File: config.mk
export PLATFORM = sky130hd
export DESIGN_NAME = piso_transmitter
export DESIGN_NICKNAME = d
export VERILOG_FILES = /design/src/rtl/piso_transmitter.sv
export SDC_FILE = /design/constraint.sdc
export NUM_CORES = 1
export LEC_CHECK = 0
export ABC_AREA = 1
export CAP_MARGIN = 20
export CORE_MARGIN = 4
export CORE_UTILIZATION = 47
export DETAILED_ROUTE_END_ITERATION = 10
export PLACE_DENSITY = 0.75
export SYNTH_ARGS = -nofsm -noshare
export SYNTH_HDL_FRONTEND = slang
export SYNTH_SLANG_ARGS = --single-unit
File: constraint.sdc
create_clock -name clk -period 1.12 [get_ports clk]
set_clock_uncertainty 0.05 [all_clocks]
set_input_delay 0.336 -clock clk [delete_from_list [all_inputs] [get_ports clk]]
set_output_delay 0.336 -clock clk [all_outputs]
set_load 0.01 [all_outputs]
File: src/rtl/piso_transmitter.sv
// piso_transmitter: parallel-in serial-out transmitter.
// Accepts one word through a valid/ready handshake, then shifts it out one
// bit per enable tick. The final bit is flagged with a one-cycle done pulse.
module piso_transmitter #(
  parameter int DATA_WIDTH = 8,
  parameter int LSB_FIRST  = 1
) (
  input  logic                  clk,
  input  logic                  rst,
  input  logic [DATA_WIDTH-1:0] in_data,
  input  logic                  in_valid,
  output logic                  in_ready,
  input  logic                  en,
  output logic                  ser_out,
  output logic                  ser_valid,
  output logic                  busy,
  output logic                  done
);

  // A counter of at least one bit keeps DATA_WIDTH=1 legal. It counts only
  // up to DATA_WIDTH-1 inside a word, so it never wraps mid-word.
  localparam int CNT_W = (DATA_WIDTH > 1) ? $clog2(DATA_WIDTH) : 1;
  localparam logic [CNT_W-1:0] LAST_CNT = CNT_W'(DATA_WIDTH - 1);

  typedef enum logic {
    IDLE  = 1'b0,
    SHIFT = 1'b1
  } state_e;

  state_e                state_q, state_d;
  logic [DATA_WIDTH-1:0] sreg_q, sreg_d;
  logic [CNT_W-1:0]      cnt_q, cnt_d;
  logic                  ser_out_q, ser_out_d;
  logic                  ser_valid_q, ser_valid_d;
  logic                  done_q, done_d;

  logic emit;
  logic last_bit;

  assign emit     = (state_q == SHIFT) && en;
  assign last_bit = (cnt_q == LAST_CNT);

  // State and datapath registers; a low rst at the clock edge wins over everything.
  // NOTE: all state updates use non-blocking assignments so every register
  // samples the pre-edge value of every other register.
  always_ff @(posedge clk) begin
    if (!rst) begin
      state_q     <= IDLE;
      sreg_q      <= '0;
      cnt_q       <= '0;
      ser_out_q   <= 1'b0;
      ser_valid_q <= 1'b0;
      done_q      <= 1'b0;
    end else begin
      state_q     <= state_d;
      sreg_q      <= sreg_d;
      cnt_q       <= cnt_d;
      ser_out_q   <= ser_out_d;
      ser_valid_q <= ser_valid_d;
      done_q      <= done_d;
    end
  end

  // Next state: accept a word in IDLE, return to IDLE on the last emit.
  // NOTE: every combinational output gets a default first, so no path through
  // the block leaves a signal unassigned and no latch is inferred.
  always_comb begin
    state_d = state_q;
    unique case (state_q)
      IDLE:    if (in_valid)       state_d = SHIFT;
      SHIFT:   if (en && last_bit) state_d = IDLE;
      default: state_d = IDLE;
    endcase
  end

  // Next values for the shifter, bit counter and registered serial outputs.
  always_comb begin
    sreg_d      = sreg_q;
    cnt_d       = cnt_q;
    ser_out_d   = ser_out_q;
    ser_valid_d = 1'b0;
    done_d      = 1'b0;
    if (state_q == IDLE) begin
      if (in_valid) begin
        sreg_d = in_data;
        cnt_d  = '0;
      end
    end else if (emit) begin
      ser_valid_d = 1'b1;
      done_d      = last_bit;
      cnt_d       = last_bit ? '0 : cnt_q + CNT_W'(1);
      if (LSB_FIRST != 0) begin
        ser_out_d = sreg_q[0];
        sreg_d    = sreg_q >> 1;
      end else begin
        ser_out_d = sreg_q[DATA_WIDTH-1];
        sreg_d    = sreg_q << 1;
      end
    end
  end

  assign in_ready  = (state_q == IDLE);
  assign busy      = ~in_ready;
  assign ser_out   = ser_out_q;
  assign ser_valid = ser_valid_q;
  assign done      = done_q;

endmodule

# Yosys cells after proc, flatten, opt, wreduce, memory -nomap -nowiden
# Index checks and enable logic that the tools add are counted.
[word_totals] out_inout_bits=5 latch_bits=0 ram_bits=0 romBits=0 memories=0 reg_bits=15
[op_classes] n_reduce_logical=7 bitwise_logic=1 shifts=0 div=0 n_mul=0 order_cmp=0 add_sub_neg=1 n_eq_ne=2 n_mux=11
[op_table] operator="2-to-1 mux 8 bit" n=3
[op_table] operator="2-to-1 mux 3 bit" n=4
[op_table] operator="AND reduction 2 bit" n=3
[op_table] operator="adder 3 x 1 -> 3 bit, second input constant" n=1
[op_table] operator="== test 3 bit, second input constant" n=1
[op_table] operator="2-to-1 mux 1 bit" n=3
[op_table] operator="AND reduction 3 bit" n=1
[op_table] operator="logical AND 1 bit" n=2
[op_table] operator="!= test 2 x 1 -> 1 bit, second input constant" n=1
[op_table] operator="one-hot mux 1 bit (2 select lines)" n=1
[op_table] operator="nonzero test 2 bit" n=1
[op_table] operator="NOT 1 bit" n=1

# Depth between registers and ports, before layout
# Gate-level depths: netlist of the first run.
[logic_depth] word_depth=4 depth_mapped=6 ltp_nobuf=5

# Worst setup path before layout of the first run
# Ideal clock, no wire load.
[synth_timing] kind="register -> register" from="reg state_q, in the netlist busy" to="reg sreg_q[0]" path_slack_ns=0.080 n_path_buf=1 stages_incl_launch_ff=7 setup_ns=0.111 arrival_ns=0.878 cell_sequence="dfxtp_1 buf_6 inv_6 nand2_4 nand3_1 nand2_1 nor2_1"
[synth_via] elab_chain_cells=3
[synth_lines] element="start, declared" line_no="30" rtl="state_e state_q, state_d;"
[synth_lines] element="start signal, assigned" line_no="55" rtl="state_q <= state_d;"
[synth_lines] element="logical AND 1 bit" line_no="40" rtl="assign emit = (state_q == SHIFT) && en;"
[synth_lines] element="!= test 2 x 1 -> 1 bit (no line)"
[synth_lines] element="AND reduction 2 bit (no line)"
[synth_lines] element="end signal, assigned" line_no="56" rtl="sreg_q <= sreg_d;"
[synth_lines] element="end, declared" line_no="31" rtl="logic [DATA_WIDTH-1:0] sreg_q, sreg_d;"
# Several ways; a longest one is shown, not always the timed one.
# A chain may end at the register's enable or synchronous reset.

# Worst setup path after layout of the first run
[layout_timing] from="reg state_q, in the netlist busy" to="out in_ready"
[layout_via] elab_chain_cells=1
[layout_lines] element="NOT 1 bit"
[layout_lines] element="end, declared" line_no="12" rtl="output logic in_ready,"
# No other way between the ends.

==> summary.txt, run 1 <==
Status
  – Status: finished, violations left
  – Failing checks: setup timing

STA
  – Setup TNS: -0.171 ns
  – Post-route setup slack: -0.0775 ns
  – Final setup fails: 5
  – Fin. Hold Viols: 0
  – Worst rel slew slack: 0.836
  – Crit path time final: 1.20 ns
  – Fmax achieved: 0.835 GHz
  – Final Slew Violations: 0
  – Period utilization: 1.07
  – Hold WS: 0.422 ns
  – RSZ-0062 raised after global routing: true
  – Worst slew pin tran: 0.246 ns

Setup path
  – CP cell instances: inv_6 > buf_6
  – CP Max Fanout: 4
  – Slowest stage delay, CP: between 0.3 and 0.4 ns
  – WS Path Type: reg2out
  – Critical Path RT: 0.73 ns
  – CP arrival: 0.81 ns
  – Startpoint Class: flip-flop
  – Crit end category: output port
  – Slowest CP cell: dfxtp_4

CTS
  – Clock transition at path regs: roughly 0.09 ns
  – H-tree levels: 1
  – CTS tree: built
  – CTS sink cnt: 15
  – Clock Path Buffers: 2
  – Clk_lat worst skew: 0.28 ns
  – Clock root cell: clkbuf_4
  – Num CTS Buffers: 3

Yosys
  – Synth Net Count: approximately 120
  – Synth async-reset ratio: 0
  – Post-Syn Instances: 107
  – Ys flop type: dfxtp_1
  – Leading cell type by number of instances after synthesis: nand2_1
  – #FFs+latches synth: 15
  – Ys Warns: 0
  – Post-synth top cells: 35 x nand2_1, 17 x nor2_1, 15 x dfxtp_1
  – Post-synth EDFFs: 0
  – Mapped cell area: 746 um^2
  – Synth cell types: 20
  – Sequential element share of the synthesized area: 0.403
  – Syn avg cell area: 6.97 um^2
  – Synth area leader: dfxtp_1
  – Area share of the largest cell type after synthesis: 0.403
  – Synth area leaders: dfxtp_1 40%, nand2_1 18%, nor2_1 8.6%

Detailed routing
  – Vias post-DR: between 700 and 800
  – TritonRoute pass-1 iters: 4
  – DR vias/cell: 4.74
  – Routed length per instance: 11.1 um
  – Post-route ant nets: 0
  – WL final: 1670 um
  – Drc violations: 0
  – DR iter-0 viols: 3

Floorplanning
  – Initial Util: 0.495
  – Rows: 14
  – Die Area: 2290 um^2
  – Die width: 47.8 um
  – Core Region: between 1500 and 2000 um^2
  – Chip Height: 47.8 um
  – Top-level I/O count: 17

Global route
  – GRT busiest layer: met2
  – GRT overflow: 0
  – Vias in the first global route: roughly 620
  – Largest net degree at the start of global routing: 11
  – Initial antenna violation count: 0
  – Met2 Usage GRT: 0.240
  – Global-route wire length before repair: 2520 um
  – M1 GR Usage: 0.218
  – Total track usage: 0.162
  – Met3 Use GR: 0.0338

Job
  – Max_cap viols: 0

Power and ir drop
  – Lkg Pwr: between 0.5 and 0.6 nW
  – Peak supply drop: 735 uV
  – Int Pwr: 0.837 mW
  – Power Total: 1.17 mW
  – Pwr dens: 1140 nW/um^2
  – P_sw: 0.336 mW
  – Logic gate share of total power: 0.229
  – Clock share of power: 0.268
  – Switching share of power: 0.286
  – Seq pwr share: 0.503

Cells and area
  – Antenna diodes: 0
  – Final core occ: 0.684
  – Area delta synth->final: 38.3%
  – Final #Nets: 150
  – Layout cells sized above 1: 0.289

Place
  – PortBufs: 16
  – DP Worst Slack: -0.375 ns
  – Post-DP HPWL: around 1200 um
  – GP Congestion: 0.813

Worst hold path
  – Min-Delay Path Class: reg2reg
## final timing paths
| check | startpoint | to | slack [ns] | cells after the start |
|---|---|---|---|---|
| worst max-delay path | busy$_SDFF_PN0_ | in_ready | -0.08 | 2 |
| worst min-delay path | cnt_q[1]$_SDFFE_PN0P_ | cnt_q[1]$_SDFFE_PN0P_ | 0.42 | 2 |
| worst max register to register | busy$_SDFF_PN0_ | sreg_q[0]$_SDFFE_PN0P_ | -0.02 | 6 |
| worst min register to register | cnt_q[1]$_SDFFE_PN0P_ | cnt_q[1]$_SDFFE_PN0P_ | 0.42 | 2 |
## worst max-delay path: cells and delay by family, from the launching register on
kind / cells / cell delay (ns)
DFF: 1 / 0.39
buffers and inverters: 2 / 0.14
## through the flow
step                      instances  instance area (um^2)
after global routing            151                  1030
after detailed placement        146                   973
final                           151                  1030
after floorplan                 107                   746
after CTS                       150                   993
after global placement          146                   973
## cells in the final DEF (no fill, tap or decap), drive strengths merged
cell type,instances
nor3,1
a21oi,4
buf,16
nand2,38
nor2,19
dfxtp,15
dlygate4sd2,3
inv,13
nand3,9
o21ai,3
clkdlybuf4s50,8
clkbuf,4
ha,2
## final cells by class
type / count / area, um^2
Clock buffer: 4 / 26.3
Fill cell: 145 / 475
Timing Repair Buffer: 27 / 235
Inverter: 13 / 56.3
Tap cell: 16 / 20.0
Sequential cell: 15 / 308
Multi-Input combinational cell: 76 / 385
## power groups by stage
stage                     registers [mW]  clock network, mW  logic [mW]
after floorplan                    0.599                  0       0.149
after global placement             0.600                  0       0.250
after detailed placement           0.601                  0       0.255
after CTS                          0.589              0.317       0.253
after global routing               0.594              0.345       0.299
final                              0.590              0.315       0.268
## cells by family after synthesis
| logic type | share of synthesized area |
|---|---|
| and+or+nand+nor | 0.398 |
| buffers and inverters | 0.109 |
| DFF | 0.403 |
| AOI/OAI and AO/OA | 0.0570 |
| adders and majority gates | 0.0336 |
## state kept, by name (all words and copies together), names as in the netlist
| register | flops |
|---|---|
| busy | 1 |
| cnt_q | 3 |
| sreg_q | 8 |
| done | 1 |
| ser_valid | 1 |
| ser_out | 1 |
## repair_timing
| action | CTS | global route |
|---|---|---|
| setup endpoints to repair | 17 | 15 |
| setup buffers | 0 | 1 |
| pin swaps | 1 | 5 |
| resized for setup | 29 | 10 |
| hold buffers | 0 | 0 |
## layer usage
metal | part of all wire | vias up
met5 | 0 | -
met4 | 0.017 | 0
met3 | 0.040 | 5
met2 | 0.45 | 11
met1 | 0.49 | 313
li1 | - | 387
(Power assumes the default switching activity.)
==> run 2: changes to the inputs <==
--- a/config.mk
+++ b/config.mk
@@ -12,4 +12,5 @@
 export DETAILED_ROUTE_END_ITERATION = 10
 export PLACE_DENSITY = 0.75
+export SETUP_SLACK_MARGIN = 0.3
 export SYNTH_ARGS = -nofsm -noshare
 export SYNTH_HDL_FRONTEND = slang
==> constraint.sdc (replaced) <==
create_clock -name clk -period 1.12 [get_ports clk]
set_clock_uncertainty 0.05 [all_clocks]
set_input_delay 0.112 -clock clk [delete_from_list [all_inputs] [get_ports clk]]
set_output_delay 0.112 -clock clk [all_outputs]
set_load 0.01 [all_outputs]
==> run 2 against run 1 <==
The flow still finishes with violations (setup timing). Sequential power rose by 1%. Combinational power rose by 23%. Register-to-register slack barely moved. Sequential share of layout area fell by 3.4 points. Total power rose by 4.8%. Count of clock-buffer cells in the layout fell by 1. Clock power fell by 3%. Fmax rose by 6.3%. Largest power group unchanged. Critical path depth rose by 4. Core utilization rose by 9.3 points. Global-route usage rose by 1.7 points.
==> summary.txt, run 2 (same netlist as run 1, synthesis figures left out) <==
Status
  – Status: finished, violations left
  – Failing checks: setup timing

Worst hold path
  – Hold endpoint: sreg_q[7]$_SDFFE_PN0P_
  – Worst Hold Depth: 3
  – Min-Delay Path Class: in2reg
  – Hold Crit Start: in_data[7]

Job
  – Max_cap viols: 0

CTS
  – Clock root cell: clkbuf_4
  – H-tree levels: 1
  – Num CTS Buffers: 3
  – Cts-stage hold buffer count: 0
  – CTS sink cnt: 15
  – Clk_lat worst skew: 0.28 ns
  – Clock Path Buffers: 2
  – CTS tree: built
  – Clock transition at path regs: approximately 0.090 ns

Detailed routing
  – DR vias/cell: 5.03
  – Post-route ant nets: 0
  – WL final: between 1500 and 2000 um
  – TritonRoute pass-1 iters: 4
  – Drc violations: 0
  – DR iter-0 viols: 18
  – Vias post-DR: 774
  – Routed length per instance: about 13 um

Global route
  – Global-route wire length before repair: 2840 um
  – Total track usage: 0.178
  – Vias in the first global route: 703
  – GRT overflow: 0
  – Largest net degree at the start of global routing: 10
  – Initial antenna violation count: 0

Setup path
  – Startpoint Class: flip-flop
  – Critical Path RT: ~1.2 ns
  – WS Path Type: reg2reg
  – R2R Setup Slk: -0.007 ns
  – Crit path buffers/inverters: 2
  – CP cell instances: buf_6 > buf_12 > nand2_1 > nand2_1 > nor2_1 > nor2_1
  – Critical R2R Launch: busy$_SDFF_PN0_
  – CP arrival: 1.25 ns
  – Reg-to-reg endpoint: sreg_q[4]$_SDFFE_PN0P_
  – R2r worst-path depth: 6
  – Crit. path cell count: 6
  – Slowest stage delay, CP: 0.39 ns
  – Crit end category: flip-flop
  – CP Max Fanout: 6
  – Crit-path leading delay family: flip-flops
  – Slowest CP cell: dfxtp_4

Floorplanning
  – Die width: between 40 and 50 um
  – Top-level I/O count: 17
  – Core Region: 1510 um^2
  – Initial Util: 0.495
  – Chip Height: 47.8 um
  – Rows: 14
  – Die Area: 2290 um^2

STA
  – Worst slew pin tran: around 0.22 ns
  – Crit path time final: 1.13 ns
  – RSZ-0062 raised after global routing: true
  – Hold WS: 0.391 ns
  – Period utilization: 1.01
  – Post-route setup slack: -0.00699 ns
  – Final setup fails: 1
  – Final Slew Violations: 0
  – Fmax achieved: a little under 0.9 GHz
  – Fin. Hold Viols: 0
  – Worst rel slew slack: 0.855

Cells and area
  – Antenna diodes: 0
  – Largest Register: sreg_q
  – Most frequent cells in the layout: 32 x nand2_1, 15 x nor2_1, 11 x dfxtp_1, 11 x clkdlybuf4s50_1
  – Layout cells sized above 1: 0.370
  – Regs by FF count: sreg_q (8), cnt_q (3)
  – Area delta synth->final: 57.0%
  – Final instance area: between 1000 and 1500 um^2
  – Filler instances: 109
  – Final #Nets: 153
  – Max reg flops: 8
  – Commonest non-fill, non-tap cell in the layout: nand2_1

Power and ir drop
  – Power Total: approximately 1.2 mW
  – Peak supply drop: 714 uV
  – Lkg Pwr: about 0.55 nW
  – Pwr dens: 1050 nW/um^2

Place
  – GP Congestion: ~0.8
  – Placed Area: just over 1000 um^2
  – Post-DP HPWL: 1290 um
  – PortBufs: 16
==> run 2: worst max path at each step <==
stage | start | end | slack, ns
finish | busy$_SDFF_PN0_ | sreg_q[4]$_SDFFE_PN0P_ | -0.007
global route | busy$_SDFF_PN0_ | sreg_q[4]$_SDFFE_PN0P_ | -0.09
CTS | busy$_SDFF_PN0_ | sreg_q[3]$_SDFFE_PN0P_ | 0.05
detailed placement | en | sreg_q[3]$_SDFFE_PN0P_ | -0.14
global placement | en | sreg_q[4]$_SDFFE_PN0P_ | -0.09
floorplan | cnt_q[1]$_SDFFE_PN0P_ | cnt_q[2]$_SDFFE_PN0P_ | 0.16
==> run 2: area by class of cell <==
type | instances | area (um^2) | area share
clock buffer | 3 | 22.5 | 0.0192
tap | 16 | 20.0 | 0.0171
multi-input combinational | 77 | 474 | 0.405
clock inverter | 1 | 5.00 | 0.00427
sequential | 15 | 310 | 0.265
timing repair buffer | 29 | 278 | 0.237
inverter | 13 | 61.3 | 0.0524
==> run 2: worst register-to-register path: cells and delay by family (launching register included) <==
| kind | cells | cell delay (ns) |
|---|---|---|
| AND/OR/NAND/NOR | 4 | 0.31 |
| buffers and inverters | 2 | 0.27 |
| flip-flops | 1 | 0.39 |
==> run 2: layer usage <==
| layer | GRT usage | share of wire | wire length, um |
|---|---|---|---|
| met4 | 0.0645 | 0.0031 | 6 |
| met1 | 0.215 | 0.41 | 805 |
| met5 | 0 | 0 | 0 |
| met3 | 0.0451 | 0.077 | 150 |
| met2 | 0.303 | 0.51 | 983 |
==> run 2: metrics by stage <==
step                worst slack [ns]  setup TNS, ns  instances   util
finish                      -0.00699       -0.00699        154  0.777
global route                 -0.0882         -0.102        154  0.777
CTS                           0.0466              0        152  0.719
detailed placement            -0.137         -0.914        145  0.674
global placement             -0.0943         -0.677        145  0.674
floorplan                      0.162              0        107      -
==> run 2: power by group <==
group | internal, mW | switching (mW) | total (mW)
logic | 0.163 | 0.167 | 0.329
registers | 0.568 | 0.0274 | 0.596
clock network | 0.132 | 0.172 | 0.304
==> run 2: repair_timing <==
| item | in CTS | in global routing |
|---|---|---|
| pin swaps | 4 | 10 |
| gates resized for setup | 26 | 19 |
| buffers inserted | 2 | 2 |
| setup endpoints to repair | 20 | 20 |
| gates cloned | 1 | 0 |
